### config.mk
export PLATFORM = sky130hd
export DESIGN_NAME = sap_cpu
export DESIGN_NICKNAME = d
export VERILOG_FILES = /design/src/rtl/sap_pkg.sv /design/src/rtl/sap_alu.sv /design/src/rtl/sap_cpu.sv
export SDC_FILE = /design/constraint.sdc
export NUM_CORES = 1
export LEC_CHECK = 0
export ABC_AREA = 1
export CAP_MARGIN = 10
export CORE_UTILIZATION = 57
export CTS_BUF_LIST = sky130_fd_sc_hd__clkbuf_2
export DETAILED_ROUTE_END_ITERATION = 12
export HOLD_SLACK_MARGIN = 0.05
export PLACE_DENSITY = 0.83
export SKIP_CTS_REPAIR_TIMING = 1
export SLEW_MARGIN = 20
export SYNTH_ARGS = -nofsm -noshare
export SYNTH_HDL_FRONTEND = slang
export SYNTH_SLANG_ARGS = --single-unit
### constraint.sdc
create_clock -name clk -period 3.3 [get_ports clk]
set_clock_uncertainty 0.15 [all_clocks]
set_input_delay 0.495 -clock clk [delete_from_list [all_inputs] [get_ports clk]]
set_output_delay 0.495 -clock clk [all_outputs]
set_load 0.01 [all_outputs]
### src/rtl/sap_pkg.sv
// Shared definitions for the SAP accumulator core: opcodes, FSM states, ALU ops.
package sap_pkg;

    localparam logic [3:0] OP_LDA = 4'h0;
    localparam logic [3:0] OP_ADD = 4'h1;
    localparam logic [3:0] OP_SUB = 4'h2;
    localparam logic [3:0] OP_STA = 4'h3;
    localparam logic [3:0] OP_LDI = 4'h4;
    localparam logic [3:0] OP_JMP = 4'h5;
    localparam logic [3:0] OP_JZ  = 4'h6;
    localparam logic [3:0] OP_JC  = 4'h7;
    localparam logic [3:0] OP_OUT = 4'h8;
    localparam logic [3:0] OP_AND = 4'h9;
    localparam logic [3:0] OP_HLT = 4'hF;

    typedef enum logic [1:0] {
        StFetch,
        StExec,
        StHalted
    } state_e;

    typedef enum logic [1:0] {
        AluPass,
        AluAdd,
        AluSub,
        AluAnd
    } alu_op_e;

endpackage

### src/rtl/sap_alu.sv
// Combinational ALU for the SAP core: add, subtract (borrow as carry), AND, pass-through.
module sap_alu import sap_pkg::*; #(
    parameter int unsigned DATA_W = 8
) (
    input  logic [DATA_W-1:0] a,
    input  logic [DATA_W-1:0] b,
    input  alu_op_e           op,
    output logic [DATA_W-1:0] result,
    output logic              carry,
    output logic              zero
);

    logic [DATA_W:0] ext;

    // One extra bit holds the carry out of ADD and the borrow out of SUB.
    always_comb begin
        ext = {1'b0, b};
        case (op)
            AluAdd:  ext = {1'b0, a} + {1'b0, b};
            AluSub:  ext = {1'b0, a} - {1'b0, b};
            AluAnd:  ext = {1'b0, a & b};
            default: ext = {1'b0, b};
        endcase
    end

    assign result = ext[DATA_W-1:0];
    assign carry  = ext[DATA_W];
    assign zero   = (result == '0);

endmodule

### src/rtl/sap_cpu.sv
// SAP accumulator processor: two-cycle FETCH/EXEC machine with muxed datapath and run-enable.
module sap_cpu import sap_pkg::*; #(
    parameter int unsigned DATA_W = 8,
    parameter int unsigned ADDR_W = 4
) (
    input  logic              clk,
    input  logic              clr,
    input  logic              run,
    output logic [ADDR_W-1:0] mem_addr,
    input  logic [DATA_W-1:0] mem_rdata,
    output logic [DATA_W-1:0] mem_wdata,
    output logic              mem_we,
    output logic [DATA_W-1:0] out_data,
    output logic              out_valid,
    output logic              halted,
    output logic              flag_c,
    output logic              flag_z
);

    state_e            state_q, state_d;
    logic [ADDR_W-1:0] pc_q, pc_d;
    logic [3:0]        ir_op_q, ir_op_d;
    logic [ADDR_W-1:0] ir_arg_q, ir_arg_d;
    logic [DATA_W-1:0] acc_q, acc_d;
    logic              c_q, c_d;
    logic              z_q, z_d;
    logic [DATA_W-1:0] out_q, out_d;
    logic              out_valid_q, out_valid_d;

    alu_op_e           alu_op;
    logic [DATA_W-1:0] alu_b;
    logic [DATA_W-1:0] alu_res;
    logic              alu_carry;
    logic              alu_zero;

    // Only the opcode and operand fields of the instruction word are kept.
    always_ff @(posedge clk or posedge clr) begin
        if (clr) begin
            state_q     <= StFetch;
            pc_q        <= '0;
            ir_op_q     <= '0;
            ir_arg_q    <= '0;
            acc_q       <= '0;
            c_q         <= 1'b0;
            z_q         <= 1'b0;
            out_q       <= '0;
            out_valid_q <= 1'b0;
        end else begin
            state_q     <= state_d;
            pc_q        <= pc_d;
            ir_op_q     <= ir_op_d;
            ir_arg_q    <= ir_arg_d;
            acc_q       <= acc_d;
            c_q         <= c_d;
            z_q         <= z_d;
            out_q       <= out_d;
            out_valid_q <= out_valid_d;
        end
    end

    always_comb begin
        alu_op = AluPass;
        case (ir_op_q)
            OP_ADD:  alu_op = AluAdd;
            OP_SUB:  alu_op = AluSub;
            OP_AND:  alu_op = AluAnd;
            default: alu_op = AluPass;
        endcase
    end

    assign alu_b = (ir_op_q == OP_LDI) ? {{(DATA_W - ADDR_W){1'b0}}, ir_arg_q} : mem_rdata;

    sap_alu #(
        .DATA_W (DATA_W)
    ) u_alu (
        .a      (acc_q),
        .b      (alu_b),
        .op     (alu_op),
        .result (alu_res),
        .carry  (alu_carry),
        .zero   (alu_zero)
    );

    always_comb begin
        state_d     = state_q;
        pc_d        = pc_q;
        ir_op_d     = ir_op_q;
        ir_arg_d    = ir_arg_q;
        acc_d       = acc_q;
        c_d         = c_q;
        z_d         = z_q;
        out_d       = out_q;
        out_valid_d = 1'b0;
        if (run) begin
            case (state_q)
                StFetch: begin
                    ir_op_d  = mem_rdata[DATA_W-1 -: 4];
                    ir_arg_d = mem_rdata[ADDR_W-1:0];
                    pc_d     = pc_q + ADDR_W'(1);
                    state_d  = StExec;
                end
                StExec: begin
                    state_d = StFetch;
                    case (ir_op_q)
                        OP_LDA, OP_LDI: begin
                            acc_d = alu_res;
                            z_d   = alu_zero;
                        end
                        OP_ADD, OP_SUB, OP_AND: begin
                            acc_d = alu_res;
                            z_d   = alu_zero;
                            c_d   = alu_carry;
                        end
                        OP_JMP: pc_d = ir_arg_q;
                        OP_JZ:  if (z_q) pc_d = ir_arg_q;
                        OP_JC:  if (c_q) pc_d = ir_arg_q;
                        OP_OUT: begin
                            out_d       = acc_q;
                            out_valid_d = 1'b1;
                        end
                        OP_HLT: state_d = StHalted;
                        default: ;
                    endcase
                end
                default: state_d = StHalted;
            endcase
        end
    end

    // Gating with clr keeps a write from landing on the edge that aborts it.
    assign mem_we    = run && !clr && (state_q == StExec) && (ir_op_q == OP_STA);
    assign mem_addr  = (state_q == StExec) ? ir_arg_q : pc_q;
    assign mem_wdata = acc_q;
    assign out_data  = out_q;
    assign out_valid = out_valid_q && run;
    assign halted    = (state_q == StHalted);
    assign flag_c    = c_q;
    assign flag_z    = z_q;

endmodule

==> results.ini <==
[yosys]
postSynthAreaPerCell_sq_um = 6.66
yosysSeqAreaShare_pct = 33.1
ys_warn_count = 0
synth_cell_types = 30
synth-seq-cells = 33
synth_nets = 401
synthCells = 375
netlist_area_sq_mm = 0.00250

[clock_network]
clk_path_buf_depth = 2
root_buffer = clkbuf_2
cts.sink_count = 33
cts_buffers = 5
clk_pin_slew_ns = 0.19
h-tree-depth = 2
cts_tree = yes
clk_latency_ns = 0.40

[routing]
drtPass1Iterations = 4
totalWireLength_um = 6170
ant_nets = 0
drt_iter0_markers = 174
avgRoutedWirePerCell_um = 12.9
drc = 0
num_vias = 2491
via_per_inst = 5.21

[setup_path]
critPathKind = reg2reg
cp.depth = 17
worst_ep_arrival_time_ns = 3.25
cp-end-kind = flip-flop
startpoint_type = flip-flop
crit_required_ns = 3.44
slowest_stage = dfrtp_2
cp.buffers_inverters = 3
crit_path_frequent_cell = nand3_1
cp_top_family = simple AND/OR/NAND/NOR gates
worstPathMaxFanout = 4
r2r_cells = 17
crit_chain = buf_4, nor2_1, nand3_1, o21ai_2, ha_4, clkinvlp_2, nand2_1, nand3_1, nand2_1, inv_1, ha_1, a21oi_1, o21ai_0, a21oi_1, nand3_1, nand3_1, nand2_1
cpPeakStageDelay_ns = 0.48

[cells_and_area]
num_antenna_cells = 0
fin_area_sq_mm = 0.00308
nets = 453
mostFrequentLayoutCells = nand2_1, inv_1, clkdlybuf4s50_1
layout_commonest_cell = nand2_1
final_util_pct = 74.8
area_growth_pct = 23.4
drive_gt1_share_pct = 14.3

[sta]
worst_slew_pin_slew_ns = 0.413
hold_viol = 0
fin_ws_ns = 0.190
final.setup.tns_ns = 0
relSlewSlack_pct = 72.5
final-setup-viol-count = 0
slew_violations = 0
fmax_ghz = 0.322
post-route-period-util_pct = 94.2
fin_crit_ns = 3.11

[placement]
pre_cts_slack_ns = 0.0388
placed_area_sq_mm = 0.00294
gp_congestion = 0.946
hpwl_um = 4890
numPortBuffers = 35

[die]
fp.dieW_um = 68.2
num_io_pins = 36
initial_core_util_pct = 60.7
coreArea_sq_mm = 0.00412
die_h_um = 68.2
rows = 23
die_area_sq_mm = 0.00465

[flow_run]
maxCapViolCount = 0

[power_and_ir_drop]
seqPwrFrac_pct = 54.9
power_switching_mw = 0.230
p_comb_share_pct = 18.8
p_leak_nw = 1.62
switching_share_pct = 30.6
peakVddDrop_mv = 0.232
p_int_mw = 0.521
pwr-share-clk_pct = 26.3
powerDensity_mw_per_mm2 = 244

[grt]
grt_pass1_vias = 2212
grt_pass1_wl_um = 9940
grt.total_usage_pct = 29.3
grt_max_degree = 34
antenna_found_initial = 0
globalRouteOverflowTotal = 0

[outcome]
status = complete, no violations

[hold_path]
hp-class = in2async

==> power groups by stage <==
stage          Clock, mW  Combinational [mW]  Sequential [mW]
6_report           0.197               0.141            0.412
5_1_grt            0.221               0.160            0.413
4_1_cts            0.203               0.137            0.412
3_5_place_dp           0               0.137            0.420
3_3_place_gp           0               0.134            0.419
2_1_floorplan          0              0.0874            0.422
==> final cells by class <==
class	instances	area, sq um
clock buffer	6	30.0
multi-input combinational	265	1420
inverter	73	278
timing repair buffer	48	448
sequential	33	830
clock inverter	2	10.0
fill	323	1040
timing repair inverter	1	5.00
tap	50	62.6
==> per-layer routing <==
layer	share of wire [%]	wire length [um]	GRT usage (%)
met5	0	0	0
met4	1.1	65	9.38
met1	48	2990	40.5
met2	46	2810	47.1
met3	5.0	307	4.00
==> flip-flops by register name (all words and copies together) (netlist names) <==
name         count
out_data         8
state_q          2
pc_q             4
ir_op_q          4
ir_arg_q         4
out_valid_q      1
mem_wdata        8
flag_z           1
flag_c           1
==> stage by stage <==
stage | hold WS (ns) | instances | power (mW)
2_1_floorplan | 0.303 | 375 | 0.509
3_3_place_gp | 0.316 | 463 | 0.554
3_5_place_dp | 0.330 | 463 | 0.556
4_1_cts | 0.337 | 471 | 0.753
5_1_grt | 0.357 | 478 | 0.794
6_report | 0.333 | 478 | 0.751
==> Yosys cell counts <==
cell type / count / share of area, %
nand2_1: 113 / 17
inv_1: 68 / 10
dfrtp_1: 33 / 33
o21ai_0: 32 / 6.4
nand3_1: 24 / 4.8
nor2_1: 23 / 3.5
ha_1: 14 / 7.0
nand2_2: 10 / 2.5
o21ai_1: 9 / 1.8
a21oi_1: 7 / 1.4
nor2_2: 6 / 1.5
inv_2: 5 / 0.75
nand4_1: 4 / 1.0
xor2_1: 4 / 1.4
buf_2: 3 / 0.60
a31oi_1: 2 / 0.50
nand2_4: 2 / 0.90
nor2_4: 2 / 0.90
o21ai_2: 2 / 0.70
or2_2: 2 / 0.50
a41oi_1: 1 / 0.35
clkbuf_1: 1 / 0.15
fa_1: 1 / 0.80
nand3b_1: 1 / 0.30
nor3_1: 1 / 0.20
nor3_2: 1 / 0.40
o2111ai_1: 1 / 0.35
o211ai_1: 1 / 0.30
o21bai_1: 1 / 0.30
o41ai_1: 1 / 0.35
==> worst paths after layout <==
path | startpoint | to | slack, ns
setup / recovery | ir_op_q[2] | flag_c | 0.19
hold / removal | clr | ir_op_q[2] | 0.33
setup reg to reg | ir_op_q[2] | flag_c | 0.19
hold reg to reg | ir_arg_q[3] | ir_arg_q[3] | 0.37
max in group asynchronous | clr | ir_op_q[0] | 2.34
min in group clk | ir_arg_q[3] | ir_arg_q[3] | 0.37
==> worst min-delay path, delay by kind of cell <==
| kind | cells | cell delay, ns |
|---|---|---|
| buf+inv | 3 | 0.83 |
==> cells by family after synthesis <==
kind of cell / Yosys count / synth area share (%)
simple gates: 189 / 33.5
buf+inv: 77 / 11.7
compound gates: 57 / 12.5
flops: 33 / 33.1
fa+ha+maj: 15 / 7.82
xor+xnor: 4 / 1.40
No activity file was read; power rests on OpenSTA's default activity.
